$ cat src/rtl/int_reg_scoreboard.sv
// Issue-side hazard controller for the integer register file.
// Counts outstanding writes per architectural register, blocks issue on
// read-after-write and per-register write-limit hazards, retires counts on
// writeback, and holds issue for a short recovery window after a flush.

module int_reg_scoreboard #(
   parameter int NUM_REGS     = 32,
   parameter int MAX_INFLIGHT = 3,
   parameter int HOLD_CYCLES  = 2
) (
   input  logic                        i_clk,
   input  logic                        i_rst,
   input  logic                        i_flush,
   input  logic                        i_stall,
   input  logic                        i_issue_valid,
   input  logic                        i_rs1_valid,
   input  logic [$clog2(NUM_REGS)-1:0] i_rs1_idx,
   input  logic                        i_rs2_valid,
   input  logic [$clog2(NUM_REGS)-1:0] i_rs2_idx,
   input  logic                        i_rd_valid,
   input  logic [$clog2(NUM_REGS)-1:0] i_rd_idx,
   output logic                        o_issue_ready,
   input  logic                        i_wb_valid,
   input  logic [$clog2(NUM_REGS)-1:0] i_wb_idx,
   output logic [NUM_REGS-1:0]         o_busy_mask,
   output logic [6:0]                  o_inflight,
   output logic                        o_holding
);

   localparam int IW = $clog2(NUM_REGS);
   localparam int CW = $clog2(MAX_INFLIGHT + 1);
   localparam int HW = (HOLD_CYCLES > 1) ? $clog2(HOLD_CYCLES) : 1;
   localparam logic [CW-1:0] CNT_MAX   = CW'(MAX_INFLIGHT);
   localparam logic [HW-1:0] HOLD_LOAD = HW'(HOLD_CYCLES - 1);

   typedef enum logic {
      RUN  = 1'b0,
      HOLD = 1'b1
   } stateT;

   stateT              state;
   logic [HW-1:0]      holdCnt;
   logic [CW-1:0]      cnt [NUM_REGS];
   logic [6:0]         inflight;

   logic               rs1Hazard;
   logic               rs2Hazard;
   logic               rawHazard;
   logic               structHazard;
   logic               fire;
   logic               incEn;
   logic               decEn;
   logic [NUM_REGS-1:0] incVec;
   logic [NUM_REGS-1:0] decVec;

   // Hazard detection looks only at the registered counters, so a writeback
   // in this cycle cannot unblock a dependent instruction until the next one.
   // Register 0 is never a hazard. Issue readiness is independent of
   // i_issue_valid so the scheduler can use it to pick an instruction.
   always_comb begin
      rs1Hazard     = i_rs1_valid && (i_rs1_idx != '0) && (cnt[i_rs1_idx] != '0);
      rs2Hazard     = i_rs2_valid && (i_rs2_idx != '0) && (cnt[i_rs2_idx] != '0);
      rawHazard     = rs1Hazard || rs2Hazard;
      structHazard  = i_rd_valid && (i_rd_idx != '0) && (cnt[i_rd_idx] == CNT_MAX);
      o_issue_ready = (state == RUN) && !i_stall && !rawHazard && !structHazard
                      && !i_flush && !i_rst;
      fire          = i_issue_valid && o_issue_ready;
      incEn         = fire && i_rd_valid && (i_rd_idx != '0);
      decEn         = i_wb_valid && (i_wb_idx != '0) && (cnt[i_wb_idx] != '0);
   end

   // One-hot increment and decrement selects per register; a decrement is
   // only ever raised for a nonzero counter, so counters cannot underflow.
   always_comb begin
      incVec = '0;
      decVec = '0;
      if (incEn) begin
         incVec[i_rd_idx] = 1'b1;
      end
      if (decEn) begin
         decVec[i_wb_idx] = 1'b1;
      end
   end

   // Per-register in-flight write counters. An issue and a writeback that
   // land on the same register in one cycle cancel out. Reset and flush
   // both clear everything, and flush discards that cycle's issue and WB.
   always_ff @(posedge i_clk) begin
      if (i_rst || i_flush) begin
         for (int r = 0; r < NUM_REGS; r++) begin
            cnt[r] <= '0;
         end
      end else begin
         for (int r = 0; r < NUM_REGS; r++) begin
            if (incVec[r] && !decVec[r]) begin
               cnt[r] <= cnt[r] + CW'(1);
            end else if (decVec[r] && !incVec[r]) begin
               cnt[r] <= cnt[r] - CW'(1);
            end
         end
      end
   end

   // Total outstanding writes across all registers, saturating at the top
   // of its range and following the same cancel-out rule as the counters.
   always_ff @(posedge i_clk) begin
      if (i_rst || i_flush) begin
         inflight <= '0;
      end else if (incEn && !decEn && (inflight != 7'h7F)) begin
         inflight <= inflight + 7'd1;
      end else if (decEn && !incEn && (inflight != 7'd0)) begin
         inflight <= inflight - 7'd1;
      end
   end

   // Flush recovery FSM: a flush (also one arriving mid-hold) loads the hold
   // counter, and issue stays blocked until it has counted down through zero.
   always_ff @(posedge i_clk) begin
      if (i_rst) begin
         state   <= RUN;
         holdCnt <= '0;
      end else if (i_flush) begin
         state   <= HOLD;
         holdCnt <= HOLD_LOAD;
      end else begin
         case (state)
            RUN: begin
               holdCnt <= '0;
            end
            HOLD: begin
               if (holdCnt == '0) begin
                  state <= RUN;
               end else begin
                  holdCnt <= holdCnt - HW'(1);
               end
            end
            default: begin
               state   <= RUN;
               holdCnt <= '0;
            end
         endcase
      end
   end

   // Status outputs come straight from registered state; register 0 is
   // never reported busy.
   always_comb begin
      o_busy_mask = '0;
      for (int r = 1; r < NUM_REGS; r++) begin
         o_busy_mask[r] = (cnt[r] != '0);
      end
      o_inflight = inflight;
      o_holding  = (state == HOLD);
   end

endmodule
$ cat config.mk
export PLATFORM = sky130hd
export DESIGN_NAME = int_reg_scoreboard
export DESIGN_NICKNAME = d
export VERILOG_FILES = /design/src/rtl/int_reg_scoreboard.sv
export SDC_FILE = /design/constraint.sdc
export NUM_CORES = 1
export LEC_CHECK = 0
export CORE_MARGIN = 3
export CORE_UTILIZATION = 37
export DETAILED_ROUTE_END_ITERATION = 8
export PLACE_DENSITY = 0.65
export REMOVE_ABC_BUFFERS = 1
export SYNTH_ARGS = -nofsm -noshare
export SYNTH_HDL_FRONTEND = slang
export SYNTH_SLANG_ARGS = --single-unit
$ cat constraint.sdc
create_clock -name i_clk -period 7.3 [get_ports i_clk]
set_clock_uncertainty 0.2 [all_clocks]
set_input_delay 1.46 -clock i_clk [delete_from_list [all_inputs] [get_ports i_clk]]
set_output_delay 1.46 -clock i_clk [all_outputs]
set_load 0.02 [all_outputs]
==> flow_summary.toml, run 1 <==
[run_status]
status = "completed"

[grt]
grt_pass1_vias = 6105
grt_pass1_wl_um = 36100
antenna_found_initial = 0
groute.usage.overall_pct = 24.0
grt_max_degree = 61
grt_overflow = 0

[worst_setup_path]
end_kind = "primary output"
cp.arrival_ns = 4.64
required_ns = 5.64
path_max_fanout = 18
worstSetupPathType = "in2out"
worst_setup_path_start_kind = "input pin"

[die]
dieArea_um2 = 19400
io_pins = 70
die_h_um = 139
core.rowCount = 48
core_um2 = 17400
dieWidth_um = 139
start_util_pct = 37.9

[synth]
synth_cell_types = 76
yosysWarningCount = 0
syn_area_per_cell_um2 = 8.67
yosys.area.top_type = "edfxtp_1"
synth-edff-count = 64
synth.ff_latch_count = 73
synth-seq-area-share_pct = 32.0
synth.area.top_cells = "edfxtp_1, mux4_2, nor3_1"
synthFlopType = "edfxtp_1"
synth_top_area_share_pct = 29.2
netlist_area_um2 = 6570
synth_common_cells = "edfxtp_1, nor2_1, nor3_1"
synthArstFlopShare_pct = 0
netlist_instances = 758

[clocking]
cts_hold_buf = 0
clock_sinks = 73
cts_max_level = 3
clock_latency_ns = 0.35
root_buffer = "clkbuf_16"
clockBufferDepth = 2
cts.repair.resized = 0
cts_tree = "yes"
cts_setup_buffers = 0
clkTransAtPathRegs_ns = 0.05
cts_buffers = 9

[finish]
drive_above_1_share_pct = 9.54
fin_cells = 1032
nFillCells = 1698
antenna_cells = 0
area_growth_pct = 18.1
final_nets = 838

[route]
drc = 0
wl_per_cell_um = 22.7
via_count = 6471
wl_um = 23400
drt_iter0_drc = 714
ant_nets = 0
dr.pass1.iters = 6
vias_per_cell = 6.27

[sta]
setup_viol = 0
tns_ns = 0
worst_pin_slew_ns = 1.01
hold_viol = 0
finalCriticalPeriod_ns = 6.30
relSlewSlack_pct = 32.0
fmax_mhz = 159
rsz0062_at_grt = "no"
period_share_pct = 86.4
maxSlewViolCount = 0

[pwr]
peakVddDrop_uv = 117
power.density_nw_per_um2 = 174
power.leakage_uw = 0.00269

[place]
place.gp.congestion = 1.06
dp.final_hpwl_um = 17700
placedCellCount = 1016
port_buffers = 68

[min_path]
hp-class = "reg2reg"

[job]
max_cap_violations = 0
cell families after synthesis:
logic type,Yosys count,share of synthesized area (%)
multiplexers,52,11.9
other,1,0.0571
XOR/XNOR,40,5.33
AO/OA/AOI/OAI,144,15.0
flip-flops,73,32.0
adder cells (fa/ha/maj),7,1.45
buffers and inverters,93,5.88
AND/OR/NAND/NOR,348,28.4
through the flow:
step           area (µm²)  setup slack, ns  total power, µW  utilization [%]  hold WS [ns]
6_report             7760            0.996             1350             44.7         0.293
3_3_place_gp         7420             1.04              834             42.7         0.262
5_1_grt              7760            0.691             1400             44.7         0.322
4_1_cts              7760             1.12             1350             44.7         0.315
2_1_floorplan        6350           -0.792              690                -         0.233
3_5_place_dp         7420            0.804              836             42.7         0.303
path summary, 6_finish.rpt:
path | to | depth (start not counted) | from | slack [ns]
worst min register to register | o_holding | 2 | holdCnt | 0.29
worst max register to register | o_inflight[6] | 16 | cnt[25][0] | 2.41
worst min-delay path | o_holding | 2 | holdCnt | 0.29
worst max-delay path | o_issue_ready | 8 | i_rd_idx[4] | 1.0
critical path, cell delays in order:
cell             delay (ns)
clkdlybuf4s50_1        0.88
or4_1                  0.78
o32ai_1                0.25
a221oi_1               0.12
and4_1                 0.28
nor3_1                 0.21
nor2_1                 0.10
clkdlybuf4s50_1        0.55
layer usage:
layer  routed length, µm  track usage, %  part of all wire (%)
met4                 784            9.06                   3.4
met3                2280            5.29                   9.7
met1               10100            33.9                    43
met2               10200            35.9                    44
met5                   0               0                     0
sequential cells by signal, summed over array words and instances, names as in the netlist:
name	count
holdCnt	1
o_inflight	7
cnt	64
o_holding	1
final cells by class:
cell class	count	area [µm²]	share of cell area, %
clock buffers	11	243	3.13
clock inverters	5	104	1.34
inverters	43	161	2.08
multi-input cells	594	4100	52.8
flip-flops and latches	73	2100	27.1
well taps	225	282	3.63
repair buffers	81	773	9.96
layout by cell type, fill, tap and decap left out, types with 11 or more instances in the layout:
| master | Yosys | layout |
|---|---|---|
| nand2b_1 | 17 | 17 |
| xnor2_1 | 29 | 29 |
| mux4_2 | 20 | 20 |
| nor3_1 | 59 | 59 |
| inv_1 | 43 | 42 |
| mux2i_1 | 25 | 25 |
| or4_1 | 19 | 19 |
| a21oi_1 | 31 | 31 |
| edfxtp_1 | 64 | 64 |
| xor2_1 | 11 | 11 |
| o21ai_0 | 25 | 25 |
| nand3_1 | 48 | 48 |
| nand2_1 | 49 | 49 |
| buf_4 | 2 | 13 |
| nor2_1 | 64 | 63 |
| or3_1 | 17 | 17 |
| a211oi_1 | 14 | 14 |
| clkdlybuf4s50_1 | 0 | 67 |
where the power goes:
group	total (µW)	internal (µW)	switching (µW)
Clock	518	343	175
Sequential	510	481	29.0
Combinational	326	130	196
Total	1350	954	400
No activity file was read; power rests on OpenSTA's default activity.
==> inputs of run 2 (changes only) <==
- SKIP_CTS_REPAIR_TIMING: unset -> 1
==> results of run 2 <==
Final layout, timing and power as in run 1 (identical DEF).
==> edit 1, RTL diff (flow settings as in run 2) <==
The parameter `HOLD_CYCLES` goes from 2 to 4.
--- a/src/rtl/int_reg_scoreboard.sv
+++ b/src/rtl/int_reg_scoreboard.sv
@@ -8,3 +8,3 @@
    parameter int MAX_INFLIGHT = 3,
-   parameter int HOLD_CYCLES  = 2
+   parameter int HOLD_CYCLES  = 4
 ) (
Formal check against the unedited RTL: not equivalent (a bounded check fails within 4 cycles, from zero or initial values and one cycle with i_rst high).
==> edit 1 against run 2 <==
- sequential cell count is 1 higher
- total power is 5.6% lower
- maximum frequency is 1.9% lower
- via count is 5.5% lower
- critical endpoint unchanged
- setup slack worse by 120 ps
- area after synthesis is 3.2% lower
- final area is 3.9% lower
- wire length is 13% lower
==> edit 1: results (changes against run 2) <==
Run status
  – Status: finished, final reports clean

Detailed routing
  – WL/cell: 20.1 um (-11%)
  – Via density per instance: 6.01 (-4.1%)
  – 1st-pass router iterations: 7 (+1)
  – First DRT Iteration DRCs: 788 (+10%)

Global routing
  – Vias in the first global route: 5756 (-5.7%)
  – First-pass GRT wire length: 31300 um (-13%)
  – GRT Overall Usage: 21.9% (-2.0 points)
  – Largest net degree at the start of global routing: 67 (+9.8%)

Critical path
  – Crit path DAT: 4760 ps (+120 ps)
  – CP max FO: 8 (-10)
  – Worst reg2reg setup slack: 2550 ps (+140 ps)

Layout
  – Layout cells sized above 1: 6.27% (-3.3 points)
  – Nets@finish: 829 (-1.1%)
  – # fillers: 1705 (+0.41%)
  – Fin util: 44.7% (-0.057 points)

Yosys
  – Largest cells by area after synthesis: edfxtp_1, nor2_1, mux2i_1
  – Mapped Cells: 754 (-0.53%)
  – Most frequent cells after synthesis: nor2_1, edfxtp_1, nand2_1
  – Sequential area share after synthesis: 33.4% (+1.4 points)

Power and ir drop
  – Worst VDD drop: 0.111 mV (-4.7%)

Placed design
  – Placed Cells: 1001 (-1.5%)
  – Post-DP HPWL: 15200 um (-14%)

Worst hold path
  – WHS Endpoint: o_inflight[4]

Timing
  – Fmax: 0.156 GHz (-1.9%)
edit 1: cell types whose count changed after synthesis, sizes merged, moves of 14 or more:
cell,change
nand3,-17
nor2,+51
nor3,-20
or4,-18
a211oi,-14
edit 1: layout make-up:
type | count | share of cell area, %
clock buffers | 11 | 3.39
clock inverters | 5 | 0.704
inverters | 36 | 1.81
multi-input cells | 598 | 52.4
flip-flops and latches | 74 | 28.4
well taps | 220 | 3.69
repair buffers | 73 | 9.56
edit 1: per-layer routing:
layer | global-route usage (%) | wire length, um | vias up | part of all wire [%]
met1 | 28.9 | 8340 | 2920 | 41
met5 | 0 | 0 | - | 0
met3 | 4.19 | 1900 | 55 | 9.3
li1 | - | - | 2849 | -
met2 | 35.3 | 9600 | 291 | 47
met4 | 8.87 | 603 | 0 | 2.9
edit 1: power breakdown:
group	total [mW]	switching (mW)	internal (mW)	leakage (nW)
clock	0.458	0.177	0.281	0.151
combinational	0.300	0.176	0.124	1.70
sequential	0.521	0.0333	0.487	0.789
edit 1: cells by family (layout without fill, tap and decap cells):
group | after synthesis | count (layout) | synth area share, %
AO/OA/AOI/OAI | 132 | 132 | 14.3
XOR/XNOR | 59 | 59 | 8.13
adder cells (fa/ha/maj) | 8 | 8 | 1.69
buffers and inverters | 84 | 125 | 5.41
flip-flops | 74 | 74 | 33.4
multiplexers | 47 | 47 | 8.99
other | 1 | 3 | 0.0590
AND/OR/NAND/NOR | 349 | 349 | 28.1
edit 1: critical path: stages:
cell             delay, ps
clkdlybuf4s50_1        710
mux4_2                 550
and3_1                 190
nor4_1                 910
nor4_4                 140
nand4_1                200
inv_1                   60
clkdlybuf4s50_1        530
edit 1: through the flow:
| step | hold slack (ps) | setup TNS, ps |
|---|---|---|
| after floorplan | 353 | -64.4 |
| after global placement | 320 | 0 |
| after detailed placement | 326 | 0 |
| after CTS | 338 | 0 |
| after global routing | 359 | 0 |
| final | 334 | 0 |
edit 1: worst max path at each step:
stage,startpoint,end,depth (start not counted)
2_1_floorplan,i_flush,o_issue_ready,6
3_3_place_gp,i_wb_idx[1],o_inflight[6],15
3_5_place_dp,i_wb_idx[1],o_inflight[6],15
4_1_cts,i_rs1_idx[2],o_issue_ready,8
5_1_grt,i_wb_idx[1],o_inflight[6],16
6_report,i_rs1_idx[2],o_issue_ready,8
==> edit 2, RTL diff (settings of run 2) <==
Without the edit above. Make the reset (`i_rst`) asynchronous in one clocked block.
--- a/src/rtl/int_reg_scoreboard.sv
+++ b/src/rtl/int_reg_scoreboard.sv
@@ -117,3 +117,3 @@
    // counter, and issue stays blocked until it has counted down through zero.
-   always_ff @(posedge i_clk) begin
+   always_ff @(posedge i_clk or posedge i_rst) begin
       if (i_rst) begin
Check against the original RTL: not equivalent (a bounded check fails within 4 cycles, from zero or initial values and one cycle with i_rst high; the reset may be asserted at any time).
==> edit 2 against run 2 <==
- sequential cell count is the same
- final area shrank 0.50%
- utilization shrank 0.22 points
- final cell count shrank 0.97%
- hold slack lost 43 ps
- setup slack lost 7.8 ps
- area after synthesis grew 0.29%
- wire length shrank 6.4%
- highest routed layer unchanged
- total power shrank 3.8%
- largest cell class unchanged
==> edit 2: results (changes against run 2) <==
Detailed routing
  – Met3 WL: 1980 um (-13%)
  – Highest metal used: met4
  – 1st-pass router iterations: 5 (-1)
  – Routed WL: 21900 um (-6.4%)
  – Via density per instance: 6.16 (-1.7%)
  – First DRT Iteration DRCs: 687 (-3.8%)
  – # DRC: 0 (unchanged)
  – Wl on met1: 9420 um (-6.7%)
  – Detail Route met2 WL: 9630 um (-5.9%)

Yosys
  – Yosys cell types: 67 (-12%)
  – Syn avg cell area: 8.81 um^2 (+1.6%)
  – Asr flop ratio synth: 2.74% (+2.7 points)
  – Largest cells by area after synthesis: edfxtp_1, mux2i_1, nor2_1
  – Sequential area share after synthesis: 32.0% (+0.061 points)
  – Most frequent cells after synthesis: nor2_1, nand2_1, edfxtp_1

Critical path
  – Worst reg2reg setup slack: 2660 ps (+250 ps)
  – CP delay by family, top: buffers and inverters
  – Number of cells on the worst reg-to-reg path: 14 (-2)
  – CP max FO: 21 (+3)
  – CP Launch Point: i_rd_idx[0]
  – Critical R2R Launch: cnt[22][0]
  – Crit path DAT: 4650 ps (about the same)
  – CP max stage delay: 660 ps (-220 ps)

Power and ir drop
  – Power Dens Cells: 169 nW/um^2 (-3.3%)
  – P_int: 0.906 mW (-5.1%)
  – Worst VDD drop: 0.120 mV (+3.0%)
  – Leakage power total: 2.90 nW (+8.2%)

Global routing
  – First-pass GRT wire length: 34200 um (-5.1%)
  – GRT Overall Usage: 22.6% (-1.4 points)
  – Largest net degree at the start of global routing: 68 (+11%)
  – Vias in the first global route: 5876 (-3.8%)
  – Initial antenna violation count: 0 (unchanged)

Run status
  – Status: finished, final reports clean

Layout
  – Final std cells w/o fill: 1022 (-0.97%)
  – Top reg by flops: cnt
  – Layout cells sized above 1: 10.0% (+0.50 points)
  – N_diodes: 0 (unchanged)
  – Nets@finish: 828 (-1.2%)
  – # fillers: 1709 (+0.65%)

Timing
  – Max-slew headroom: 28.8% (-3.2 points)

Clocking
  – Clk pin slew, worst setup/hold paths: 60 ps
  – Clock buffer depth: 2 (unchanged)
  – Root Buffer: clkbuf_16
  – Number of CTS-inserted buffers: 9 (unchanged)

Placed design
  – Post-DP HPWL: 16100 um (-9.3%)
  – GPL Wtd Cong: 0.968 (-8.7%)
  – Area post-placement: 7410 um^2 (about the same)

Worst hold path
  – HP Start: holdCnt
[edit 2: changes by cell type after synthesis, sizes merged, moves of 14 or more]
cell    delta
mux2i     +17
nand2     +20
nand2b    -14
nor2      +14
nor3      -28
nor4      +14
o21ai     -17
[edit 2: worst reg2reg max path, delay by kind of cell (launching register included)]
kind / cells / cell delay [ps]
compound gates: 5 / 1290
fa+ha+maj: 1 / 590
flops: 1 / 450
mux: 1 / 150
simple gates: 7 / 1850
[edit 2: area by class of cell]
class,count,area share (%)
inverter,40,1.94
timing repair buffer,80,9.98
tap,225,3.64
multi-input combinational,588,53.0
clock buffer,11,3.01
sequential,73,27.3
clock inverter,5,1.04
[edit 2: power by group through the flow]
stage                     Clock (mW)  Combinational (mW)  Sequential (mW)
after global routing           0.503               0.328            0.520
after CTS                      0.486               0.301            0.516
final                          0.480               0.306            0.517
after detailed placement           0               0.300            0.524
after global placement             0               0.298            0.525
after floorplan                    0               0.173            0.512
[edit 2: logic make-up after synthesis]
logic type / Yosys count / synth area share [%]
AO/OA/AOI/OAI: 112 / 12.1
buffers and inverters: 89 / 6.11
other: 1 / 0.0569
multiplexers: 62 / 13.8
XOR/XNOR: 40 / 5.32
flip-flops: 73 / 32.0
AND/OR/NAND/NOR: 364 / 29.1
adder cells (fa/ha/maj): 7 / 1.44
[edit 2: worst min path at each step]
stage / cells past startpoint / endpoint / slack [ps]
finish: 1 / o_holding / 250
CTS: 1 / o_holding / 250
detailed placement: 1 / o_holding / 240
floorplan: 1 / o_holding / 230
global placement: 1 / o_holding / 230
global route: 1 / o_holding / 270
[edit 2: metal layers]
layer / track usage [%] / up-vias
met5: 0 / -
met4: 10.7 / 0
met3: 4.12 / 54
met2: 33.6 / 367
met1: 31.7 / 2987
li1: - / 2890
[edit 2: stage by stage]
step,hold WS [ps],TNS [ps],worst slack (ps),power [mW]
CTS,253,0,1010,1.30
finish,249,0,988,1.30
global route,272,0,767,1.35
floorplan,229,-1110,-483,0.684
detailed placement,240,0,926,0.824
global placement,232,0,1060,0.822
